## src/rtl/branch_resolve_unit_pkg.sv

```systemverilog
// Shared definitions for the branch resolve unit: branch-type encoding,
// RV32 control-flow opcodes and the link-register test used for call/return detection.
package branch_resolve_unit_pkg;

  typedef enum logic [1:0] {
    BR_DIRECT   = 2'b00,
    BR_CALL     = 2'b01,
    BR_RETURN   = 2'b10,
    BR_INDIRECT = 2'b11
  } br_type_e;

  localparam logic [6:0] OP_BRANCH = 7'b1100011;
  localparam logic [6:0] OP_JAL    = 7'b1101111;
  localparam logic [6:0] OP_JALR   = 7'b1100111;

  // x1 (ra) and x5 (t0) are the RISC-V link registers.
  function automatic logic is_link(input logic [4:0] r);
    return (r == 5'd1) || (r == 5'd5);
  endfunction

endpackage

```

## src/rtl/branch_resolve_unit_fifo.sv

```systemverilog
// Circular prediction queue: push at tail, pop at head, flush empties it.
// Flush wins over push/pop in the same cycle.
module bp_fifo #(
  parameter int DEPTH = 8,
  parameter int W     = 32
) (
  input  logic                     clk,
  input  logic                     resetn,
  input  logic                     push,
  input  logic                     pop,
  input  logic                     flush,
  input  logic [W-1:0]             wdata,
  output logic [W-1:0]             rdata,
  output logic [$clog2(DEPTH):0]   count
);
  localparam int AW = $clog2(DEPTH);

  logic [W-1:0]  mem [DEPTH];
  logic [AW-1:0] wr_ptr;
  logic [AW-1:0] rd_ptr;

  assign rdata = mem[rd_ptr];

  always_ff @(posedge clk) begin
    if (!resetn) begin
      wr_ptr <= '0;
      rd_ptr <= '0;
      count  <= '0;
    end else if (flush) begin
      wr_ptr <= '0;
      rd_ptr <= '0;
      count  <= '0;
    end else begin
      if (push) wr_ptr <= wr_ptr + 1'b1;
      if (pop)  rd_ptr <= rd_ptr + 1'b1;
      count <= count + {{AW{1'b0}}, push} - {{AW{1'b0}}, pop};
    end
  end

  // Storage needs no reset: occupancy tracking makes stale entries unreachable.
  always_ff @(posedge clk) begin
    if (push && !flush) mem[wr_ptr] <= wdata;
  end

endmodule

```

## src/rtl/branch_resolve_unit.sv

```systemverilog
// Matches in-order branch resolutions against queued fetch predictions and
// produces registered predictor-training pulses plus a mispredict redirect.
module branch_resolve_unit
  import branch_resolve_unit_pkg::*;
#(
  parameter int DEPTH = 8,
  parameter int BHR_W = 10
) (
  input  logic                     clk,
  input  logic                     resetn,
  input  logic                     enq_valid,
  output logic                     enq_ready,
  input  logic [31:0]              enq_pc,
  input  logic                     enq_pred_taken,
  input  logic [31:0]              enq_pred_target,
  input  logic [BHR_W-1:0]         enq_bhr,
  input  logic                     res_valid,
  input  logic [31:0]              res_pc,
  input  logic [31:0]              res_inst,
  input  logic                     res_taken,
  input  logic [31:0]              res_target,
  output logic                     redirect_valid,
  output logic [31:0]              redirect_pc,
  output logic                     bht_update_en,
  output logic                     btb_update_en,
  output logic                     tc_update_en,
  output logic [31:0]              update_pc,
  output logic [31:0]              update_BTA,
  output logic [1:0]               update_type,
  output logic [BHR_W-1:0]         update_BHR,
  output logic                     branch_en,
  output logic [$clog2(DEPTH):0]   count,
  output logic                     err_underflow,
  output logic                     err_order
);
  localparam int EW = 65 + BHR_W;
  localparam int CW = $clog2(DEPTH) + 1;

  logic [EW-1:0]    head;
  logic [31:0]      head_pc;
  logic             head_taken;
  logic [31:0]      head_target;
  logic [BHR_W-1:0] head_bhr;
  logic             has_entry;
  logic             do_pop;
  logic             do_push;
  logic             mispredict;
  logic [6:0]       op;
  logic [4:0]       rd;
  logic [4:0]       rs1;
  logic             is_valid;
  logic             is_cond;
  br_type_e         br_type;
  logic             unused_inst_bits;

  assign {head_pc, head_taken, head_target, head_bhr} = head;
  assign op  = res_inst[6:0];
  assign rd  = res_inst[11:7];
  assign rs1 = res_inst[19:15];
  assign unused_inst_bits = ^{res_inst[31:20], res_inst[14:12]};

  // Ready comes from occupancy alone, so a full queue refuses a push even while popping.
  assign enq_ready  = (count != CW'(DEPTH));
  assign has_entry  = (count != '0);
  assign do_pop     = res_valid & has_entry;
  assign mispredict = do_pop & ((res_taken != head_taken) |
                                (res_taken & head_taken & (res_target != head_target)));
  assign do_push    = enq_valid & enq_ready & ~mispredict;

  bp_fifo #(.DEPTH(DEPTH), .W(EW)) u_fifo (
    .clk    (clk),
    .resetn (resetn),
    .push   (do_push),
    .pop    (do_pop),
    .flush  (mispredict),
    .wdata  ({enq_pc, enq_pred_taken, enq_pred_target, enq_bhr}),
    .rdata  (head),
    .count  (count)
  );

  always_comb begin
    is_valid = 1'b1;
    is_cond  = 1'b0;
    br_type  = BR_DIRECT;
    case (op)
      OP_BRANCH: is_cond = 1'b1;
      OP_JAL:    if (is_link(rd)) br_type = BR_CALL;
      OP_JALR: begin
        if (is_link(rd))                        br_type = BR_CALL;
        else if ((rd == 5'd0) && is_link(rs1))  br_type = BR_RETURN;
        else                                    br_type = BR_INDIRECT;
      end
      default:   is_valid = 1'b0;
    endcase
  end

  always_ff @(posedge clk) begin
    if (!resetn) begin
      redirect_valid <= 1'b0;
      redirect_pc    <= '0;
      bht_update_en  <= 1'b0;
      btb_update_en  <= 1'b0;
      tc_update_en   <= 1'b0;
      update_pc      <= '0;
      update_BTA     <= '0;
      update_type    <= '0;
      update_BHR     <= '0;
      branch_en      <= 1'b0;
      err_underflow  <= 1'b0;
      err_order      <= 1'b0;
    end else begin
      redirect_valid <= mispredict;
      bht_update_en  <= do_pop & is_valid & is_cond;
      btb_update_en  <= do_pop & is_valid & res_taken;
      tc_update_en   <= do_pop & is_valid & (br_type == BR_INDIRECT) & res_taken;
      if (mispredict) redirect_pc <= res_taken ? res_target : res_pc + 32'd4;
      // Training fields hold between pops; only the enables pulse.
      if (do_pop) begin
        update_pc   <= res_pc;
        update_BTA  <= res_target;
        update_type <= br_type;
        update_BHR  <= head_bhr;
        branch_en   <= res_taken;
      end
      if (res_valid && !has_entry) err_underflow <= 1'b1;
      if (do_pop && ((res_pc != head_pc) || !is_valid)) err_order <= 1'b1;
    end
  end

endmodule

```

## config.mk

```make
export PLATFORM = sky130hd
export DESIGN_NAME = branch_resolve_unit
export DESIGN_NICKNAME = d
export VERILOG_FILES = /design/src/rtl/branch_resolve_unit_pkg.sv /design/src/rtl/branch_resolve_unit_fifo.sv /design/src/rtl/branch_resolve_unit.sv
export SDC_FILE = /design/constraint.sdc
export NUM_CORES = 1
export LEC_CHECK = 0
export ABC_CLOCK_PERIOD_IN_PS = 13400
export CAP_MARGIN = 20
export CORE_MARGIN = 10
export CORE_UTILIZATION = 40
export DETAILED_ROUTE_END_ITERATION = 8
export GPL_TIMING_DRIVEN = 1
export REMOVE_ABC_BUFFERS = 1
export SLEW_MARGIN = 20
export SYNTH_ARGS = -nofsm -noshare
export SYNTH_HDL_FRONTEND = slang
export SYNTH_SLANG_ARGS = --single-unit
```

## constraint.sdc

```tcl
create_clock -name clk -period 13.4 [get_ports clk]
set_input_delay 1.34 -clock clk [delete_from_list [all_inputs] [get_ports clk]]
set_output_delay 1.34 -clock clk [all_outputs]
set_load 0.01 [all_outputs]
```

==> results.cfg, run 1 <==
[run_status]
status = complete, no violations

[yosys]
synth-edff-count = 600
yosysWarnings = 0
synthSimpleGateAreaFrac_pct = 6.75
synth_top_area_share_pct = 62.1
ys_seq_elements = 728
synth_ff_type = edfxtp_1
synth-xor-area-share_pct = 1.99
syn_area_um2 = 29000
synth_compound_area_share_pct = 4.02
synth_fa_ha_area_share_pct = 0.500
muxShareOfSynthArea_pct = 14.1
syn-instance-count = 1785
synth_most_common_cell = edfxtp_1
synth_area_leaders = edfxtp_1 (62%), mux4_2 (9.2%), dfxtp_1 (8.8%)
ys_seq_area_share_pct = 70.9
async_reset_ff_share_pct = 0
synth_cell_type_count = 42
synth_area_leader_cell = edfxtp_1
netlist_top_cells_count = edfxtp_1 (600), nand2_1 (234), mux2i_1 (138)
avgSynthCellArea_um2 = 16.3
synth_top_family_by_area = multiplexers

[clocking]
cts_resized = 0
postCtsSetupRepairBufs = 0
clockBufferDepth = 3
cts_hold_buf = 0
clock-root-buffer = clkbuf_16
cts_tree = built
clk_pin_slew_ns = 0.06
cts.sinks = 728
cts-buffers-inserted = 80
worstSkewPairLatency_ns = 0.63
htreeDepth = 3

[worst_setup_path]
worstPathMaxFanout = 56
worstSetupPathType = reg2reg
startpoint_type = flip-flop
critPathCaptureType = flip-flop
cp.required_ns = 13.65
arrival_ns = 7.86

[grt]
antenna_found_initial = 14
grt_use_total_pct = 18.5
grt_first_pass_wirelength_um = 114000
grt_max_degree = 86
overflow = 0
grt_pass1_vias = 16842

[floorplanning]
die_h_um = 289
start_util_pct = 40.5
fp.dieArea_um2 = 83800
die_w_um = 289
io_pins = 296
core_area_um2 = 71700
row_count = 98

[finish]
area_delta_synth_final_pct = 22.7
drive_above_1_share_pct = 14.0
regArea_um2 = 20600
fillers = 5968
multiInputGateArea_um2 = 8030
nNetsFinal = 2267

[placed_design]
place.gp.congestion = 0.786
place_hpwl_um = 49000
port_buffers = 279

[power]
p_int_mw = 4.68
p_total_mw = 6.42
seqPwrFrac_pct = 43.2
cellLeakagePower_nw = 11.6
power_density_nw_per_um2 = 180
p_sw_mw = 1.74
comb_power_share_pct = 21.8
swShare_pct = 27.0
vdd_drop_max_mv = 0.182
p_clk_share_pct = 34.9

[timing]
tightest_slew_ns = 1.03
fin_tns_setup_ns = 0
setup_viol = 0
fin_crit_sh_pct = 56.9
slew-limit-headroom_pct = 31.1
fmax_ghz = 0.131
timing.final.max_slew_violations = 0
rsz0062_at_grt = no
min_period_ns = 7.62
skew_ns = 0.0364
hold_violations = 0

[hold_path]
hp-class = reg2reg

[job]
maxCapViolCount = 0

[drt]
vias_per_cell = 5.35
drc = 0
dr_total_vias = 16583
ant_nets = 0
drtPass1Iterations = 5
wl_um = 78400
drtIter0Drc = 1273
wl_per_cell_um = 25.3
## cell type report
type | count | share of cell area [%]
Multi-Input combinational cell | 946 | 22.5
Clock buffer | 100 | 6.17
Timing Repair Buffer | 311 | 8.57
Antenna cell | 4 | 0.0281
Sequential cell | 728 | 57.8
Clock inverter | 45 | 1.42
Tap cell | 950 | 3.34
Inverter | 13 | 0.151
## sequential cells by signal (all words and copies together) (netlist names), named ones only
register	count
u_fifo.mem	600
redirect_pc	32
update_BTA	32
update_pc	32
update_BHR	10
u_fifo.count	4
u_fifo.rd_ptr	3
u_fifo.wr_ptr	3
update_type	2
bht_update_en	1
branch_en	1
btb_update_en	1
err_order	1
err_underflow	1
redirect_valid	1
tc_update_en	1
## stage by stage
step / cells / util, % / setup slack [ns] / cell area, um2 / hold WS [ns]
4_1_cts: 3091 / 49.6 / 5.55 / 35600 / 0.454
3_3_place_gp: 2946 / 45.9 / 5.60 / 32900 / 0.441
2_1_floorplan: 1687 / - / -4.61 / 28600 / 0.481
5_1_grt: 3094 / 49.7 / 5.38 / 35600 / 0.471
6_report: 3097 / 49.7 / 5.78 / 35600 / 0.453
3_5_place_dp: 2946 / 45.9 / 5.55 / 32900 / 0.446
## metal layers
| layer | vias up | GRT usage [%] | wire (um) |
|---|---|---|---|
| met5 | - | 0 | 107 |
| met4 | 14 | 4.62 | 1240 |
| met3 | 94 | 5.74 | 7180 |
| met2 | 569 | 29.5 | 36700 |
| met1 | 8427 | 24.6 | 33200 |
| li1 | 7479 | - | - |
## worst max-delay path, cell delays in order (launching register included)
cell,delay [ns]
dfxtp_4,0.60
buf_4,0.80
buf_4,0.72
mux4_2,0.40
nand2b_1,0.16
a21oi_1,0.17
o22a_1,0.17
nand4_1,0.16
nor4_1,0.46
a2bb2oi_4,0.76
buf_4,0.54
nor4b_4,0.83
buf_4,0.63
buf_4,0.61
## power groups by stage
| stage | registers (mW) | logic (mW) | clock network, mW |
|---|---|---|---|
| floorplan | 2.91 | 0.849 | 0 |
| global placement | 2.82 | 1.42 | 0 |
| detailed placement | 2.83 | 1.43 | 0 |
| CTS | 2.78 | 1.43 | 2.29 |
| global route | 2.80 | 1.53 | 2.38 |
| finish | 2.78 | 1.40 | 2.24 |
## worst paths after layout
path | startpoint | slack, ns | endpoint | depth (start not counted)
worst max-delay path | flip-flop | 5.78 | u_fifo.mem[3][12]$_DFFE_PP_ | 13
worst min-delay path | update_BTA[9]$_SDFFE_PN0P_ | 0.45 | update_BTA[9]$_SDFFE_PN0P_ | 2
worst max register to register | flip-flop | 5.78 | u_fifo.mem[3][12]$_DFFE_PP_ | 13
worst min register to register | update_BTA[9]$_SDFFE_PN0P_ | 0.45 | update_BTA[9]$_SDFFE_PN0P_ | 2
## placed cells by master (no fill, tap or decap), types with 10 or more instances in the layout
cell             netlist  layout
edfxtp_1             600     600
o22a_1                16      16
clkbuf_1              48      10
bufinv_16              0      10
mux2i_1              138     138
o21ai_0               26      26
nand3_1               15      15
inv_1                 12      11
xnor2_1               32      32
a21oi_1              100     100
nand2_1              234     233
and3_1                49      49
dfxtp_1              128     125
clkinv_2               0      19
nor2_1                32      31
clkbuf_16              0      82
mux4_2               118     118
nand4_1               12      12
a22oi_1               32      32
ha_1                  10      10
clkdlybuf4s50_1        0     277
a211oi_1              10      10
nand2b_1              39      39
buf_4                 14      30
xor2_1                34      34
## cells by family (layout without fill, tap and decap cells)
group,count (synthesis),count (layout)
flops,728,728
mux,261,261
compound gates,194,194
simple gates,414,414
other cells,0,4
xor+xnor,66,66
buf+inv,111,469
fa+ha+maj,11,11
Power figures use the tool's default switching activity.
==> inputs of run 2 (changes only) <==
--- a/config.mk
+++ b/config.mk
@@ -5,7 +5,7 @@
 export SDC_FILE = /design/constraint.sdc
 export NUM_CORES = 1
 export LEC_CHECK = 0
-export ABC_CLOCK_PERIOD_IN_PS = 13400
+export ABC_CLOCK_PERIOD_IN_PS = 6450
 export CAP_MARGIN = 20
 export CORE_MARGIN = 10
 export CORE_UTILIZATION = 40
==> constraint.sdc (replaced) <==
create_clock -name clk -period 6.45 [get_ports clk]
set_input_delay 0.645 -clock clk [delete_from_list [all_inputs] [get_ports clk]]
set_output_delay 0.645 -clock clk [all_outputs]
set_load 0.01 [all_outputs]
==> results.cfg, run 2 (synthesis gave the netlist of run 1 again) <==
[run_status]
status = complete, no violations

[worst_setup_path]
worstSetupPathType = reg2reg
worstPathMaxFanout = 26
startpoint_type = flip-flop
critPathCaptureType = flip-flop
cp.required_ns = 6.76
arrival_ns = 5.48

[job]
maxCapViolCount = 0

[timing]
hold_slack_ns = 0.426
timing.final.max_slew_violations = 0
hold_violations = 0
fmax_ghz = 0.193
tightest_slew_ns = 1.06
skew_ns = 0.0297
rsz0062_at_grt = no
setup_viol = 0
slew-limit-headroom_pct = 28.8
finalWorstSetupSlack_ns = 1.28
min_period_ns = 5.17
fin_crit_sh_pct = 80.2

[clocking]
clockBufferDepth = 3
cts-buffers-inserted = 77
postCtsSetupRepairBufs = 0
cts.sinks = 728
htreeDepth = 3
cts_tree = built
clock-root-buffer = clkbuf_16
cts_resized = 0
worstSkewPairLatency_ns = 0.63
cts_hold_buf = 0
clk_pin_slew_ns = 0.06

[placed_design]
place_ws_ns = 1.13
port_buffers = 279
place_hpwl_um = 49400
place.gp.congestion = 0.791

[drt]
dr_total_vias = 16680
ant_nets = 0
wl_um = 77700
drtIter0Drc = 1285
drtPass1Iterations = 5
vias_per_cell = 5.37
drc = 0
wl_per_cell_um = 25.0

[finish]
drive_above_1_share_pct = 13.9
fillers = 6031
layout_commonest_cell = edfxtp_1
final_cell_mix = edfxtp_1 (600), clkdlybuf4s50_1 (277), nand2_1 (233)
area_delta_synth_final_pct = 23.0
top_register = u_fifo.mem
nNetsFinal = 2274
largest_register_ffs = 600

[floorplanning]
core_area_um2 = 71700
die_h_um = 289
io_pins = 296
die_w_um = 289
start_util_pct = 40.5
fp.dieArea_um2 = 83800
row_count = 98

[power]
cellLeakagePower_nw = 11.6
p_total_mw = 13.2
vdd_drop_max_mv = 0.196
power_density_nw_per_um2 = 369

[hold_path]
hp-class = in2reg
min-delay-start = resetn

[grt]
grt_pass1_vias = 16693
antenna_found_initial = 14
overflow = 0
grt_use_total_pct = 18.2
grt_first_pass_wirelength_um = 112000
grt_max_degree = 81
-- run 2: cell types whose count changed in the layout (fill, tap and decap cells not counted), moves of 3 or more --
cell	delta
clkbuf_1	+6
clkinv_2	-7
buf_12	+10
clkinvlp_4	-3
diode_2	+5
bufinv_16	-4
-- run 2: path summary, 6_finish.rpt --
kind                                                endpoint  slack [ns]  cells past startpoint
worst min register to register    update_BTA[9]$_SDFFE_PN0P_        0.45                      2
worst max register to register   u_fifo.mem[3][42]$_DFFE_PP_        1.28                     10
worst max-delay path             u_fifo.mem[3][42]$_DFFE_PP_        1.28                     10
worst min-delay path            redirect_pc[29]$_SDFFE_PN0P_        0.43                      3
-- run 2: stage by stage --
stage | std cells | util, % | cell area (um2) | TNS (ns)
after floorplan | 1687 | - | 28600 | -5127.42
after global placement | 2958 | 46.2 | 33100 | 0
after detailed placement | 2958 | 46.2 | 33100 | 0
after CTS | 3099 | 49.8 | 35700 | 0
after global routing | 3101 | 49.8 | 35700 | 0
final | 3108 | 49.8 | 35700 | 0
-- run 2: layer usage --
metal  up-vias  global-route usage, %  share of wire (%)
met5         -                      0               0.15
met4        14                   5.60                2.0
met3       115                   5.46                8.8
met2       566                   28.1                 46
met1      8500                   24.6                 43
li1       7485                      -                  -
-- run 2: final cells by class --
cell class | instances | area, um2 | share of cell area (%)
tap | 950 | 1190 | 3.33
multi-input combinational | 946 | 8030 | 22.5
timing repair buffer | 321 | 3250 | 9.11
inverter | 13 | 53.8 | 0.151
antenna | 9 | 22.5 | 0.0630
sequential | 728 | 20600 | 57.6
clock inverter | 32 | 320 | 0.897
clock buffer | 109 | 2260 | 6.32
-- run 2: critical path, cell delays in order, from the launching register on --
cell and delay, ns:
dfxtp_4 0.71, buf_4 0.51, mux4_2 0.56, nand2b_1 0.16, a21oi_1 0.15, o22a_1 0.18, nand4_1 0.26, nor4_1 0.44
a2bb2oi_4 0.50, nor4b_4 0.96, buf_4 0.37
-- run 2: where the power goes --
group | internal [mW] | switching, mW | leakage, nW | total, mW
Sequential | 5.55 | 0.201 | 6.48 | 5.75
Combinational | 1.39 | 1.57 | 3.86 | 2.95
Clock | 2.68 | 1.79 | 1.28 | 4.47
Total | 9.61 | 3.56 | 11.6 | 13.2
==> inputs of run 3 (changes only) <==
--- a/config.mk
+++ b/config.mk
@@ -5,7 +5,7 @@
 export SDC_FILE = /design/constraint.sdc
 export NUM_CORES = 1
 export LEC_CHECK = 0
-export ABC_CLOCK_PERIOD_IN_PS = 6450
+export ABC_CLOCK_PERIOD_IN_PS = 5050
 export CAP_MARGIN = 20
 export CORE_MARGIN = 10
 export CORE_UTILIZATION = 40
==> constraint.sdc (replaced) <==
create_clock -name clk -period 5.05 [get_ports clk]
set_input_delay 0.505 -clock clk [delete_from_list [all_inputs] [get_ports clk]]
set_output_delay 0.505 -clock clk [all_outputs]
set_load 0.01 [all_outputs]
==> results.cfg, run 3 (synthesis gave the netlist of run 1 again) <==
[run_status]
status = complete, no violations

[placed_design]
place_hpwl_um = 50400
place_ws_ns = 0.731
place.gp.congestion = 0.792
dpl_cell_area_um2 = 33300
port_buffers = 279

[worst_setup_path]
critPathBufInv = 2
cp_top_family = simple AND/OR/NAND/NOR gates
arrival_ns = 4.53
critPathSlowestCell = dfxtp_4
cp_cell_sequence = buf_4, mux4_2, nand2b_1, a21oi_1, o22a_1, nand4_1, nor4_1, a2bb2oi_4, nor4b_2, buf_12
worstSetupPathType = reg2reg
cp_slowest_stage_delay_ns = 0.62
startpoint_type = flip-flop
cp.required_ns = 5.33
critPathCaptureType = flip-flop
worstPathMaxFanout = 46

[clocking]
worstSkewPairLatency_ns = 0.63
cts_hold_buf = 0
clock-root-buffer = clkbuf_16
cts-buffers-inserted = 78
cts_resized = 0
clockBufferDepth = 3
cts_tree = built
clk_pin_slew_ns = 0.06
postCtsSetupRepairBufs = 0
htreeDepth = 3
cts.sinks = 728

[timing]
min_period_ns = 4.25
timing.final.max_slew_violations = 0
setup_viol = 0
tightest_slew_ns = 1.06
rsz0062_at_grt = no
fmax_ghz = 0.235
skew_ns = 0.0346
finalWorstSetupSlack_ns = 0.800
slew-limit-headroom_pct = 29.4
fin_crit_sh_pct = 84.2
hold_violations = 0
hold_slack_ns = 0.334

[drt]
ant_nets = 0
wl_per_cell_um = 25.0
drc = 0
drtIter0Drc = 1311
dr_total_vias = 16606
wl_um = 77800
drtPass1Iterations = 5
vias_per_cell = 5.33

[finish]
final_core_util_pct = 50.0
fillers = 5997
design_area_um2 = 35800
final_cell_mix = edfxtp_1 (600), clkdlybuf4s50_1 (277), nand2_1 (233)
top_register = u_fifo.mem
regArea_um2 = 20600
largest_register_ffs = 600
drive_above_1_share_pct = 14.2
multiInputGateArea_um2 = 8030
area_delta_synth_final_pct = 23.4
layout_commonest_cell = edfxtp_1
nNetsFinal = 2286

[floorplanning]
io_pins = 296
core_area_um2 = 71700
die_h_um = 289
start_util_pct = 40.5
row_count = 98
fp.dieArea_um2 = 83800
die_w_um = 289

[power]
cellLeakagePower_nw = 11.7
p_total_mw = 16.8
p_int_mw = 12.2
seqPwrFrac_pct = 43.5
p_clk_share_pct = 33.3
vdd_drop_max_mv = 0.659
swShare_pct = 27.4
power_density_nw_per_um2 = 469
comb_power_share_pct = 23.1
p_sw_mw = 4.60

[grt]
grt_first_pass_wirelength_um = 113000
grt_util_met2_pct = 28.5
grt_pass1_vias = 17035
grt_max_degree = 85
grtUsageMet3_pct = 5.63
grt_use_total_pct = 18.3
grt_use_met1_pct = 24.5
grt.busiest_layer = met2
antenna_found_initial = 15
overflow = 0

[job]
maxCapViolCount = 0

[hold_path]
hp-class = in2reg
-- run 3: worst paths after layout --
| kind | startpoint | to | slack (ns) | depth (start not counted) |
|---|---|---|---|---|
| max | flip-flop | u_fifo.mem[1][1]$_DFFE_PP_ | 0.80 | 10 |
| min | resetn | err_order$_SDFFE_PN0P_ | 0.33 | 3 |
| max reg2reg | flip-flop | u_fifo.mem[1][1]$_DFFE_PP_ | 0.80 | 10 |
| min reg2reg | update_BTA[13]$_SDFFE_PN0P_ | update_BTA[13]$_SDFFE_PN0P_ | 0.45 | 2 |
-- run 3: routing by layer --
| metal | wire length, um | part of all wire (%) |
|---|---|---|
| met1 | 33700 | 43 |
| met5 | 130 | 0.17 |
| met3 | 6330 | 8.1 |
| met2 | 36000 | 46 |
| met4 | 1640 | 2.1 |
-- run 3: worst min-delay path, delay by kind of cell --
family / cells / cell delay [ns]
and+or+nand+nor: 1 / 0.05
buffers and inverters: 1 / 0.23
AOI/OAI and AO/OA: 1 / 0.13
-- run 3: final cells by class --
type | instances | area share (%)
diodes | 5 | 0.0349
well taps | 950 | 3.32
clock buffers | 103 | 6.02
flip-flops and latches | 728 | 57.5
clock inverters | 40 | 1.06
multi-input cells | 946 | 22.4
inverters | 13 | 0.150
repair buffers | 332 | 9.54
-- run 3: metrics by stage --
| step | TNS, ns | std cells |
|---|---|---|
| 2_1_floorplan | -6043.12 | 1687 |
| 3_3_place_gp | 0 | 2969 |
| 3_5_place_dp | 0 | 2969 |
| 4_1_cts | 0 | 3112 |
| 5_1_grt | 0 | 3114 |
| 6_report | 0 | 3117 |
-- run 3: power by group through the flow --
| stage | Combinational [mW] | Sequential (mW) | Clock [mW] |
|---|---|---|---|
| after floorplan | 2.25 | 7.72 | 0 |
| after global placement | 3.90 | 7.41 | 0 |
| after detailed placement | 3.94 | 7.44 | 0 |
| after CTS | 3.96 | 7.32 | 5.73 |
| after global routing | 4.21 | 7.36 | 6.00 |
| final | 3.89 | 7.31 | 5.60 |
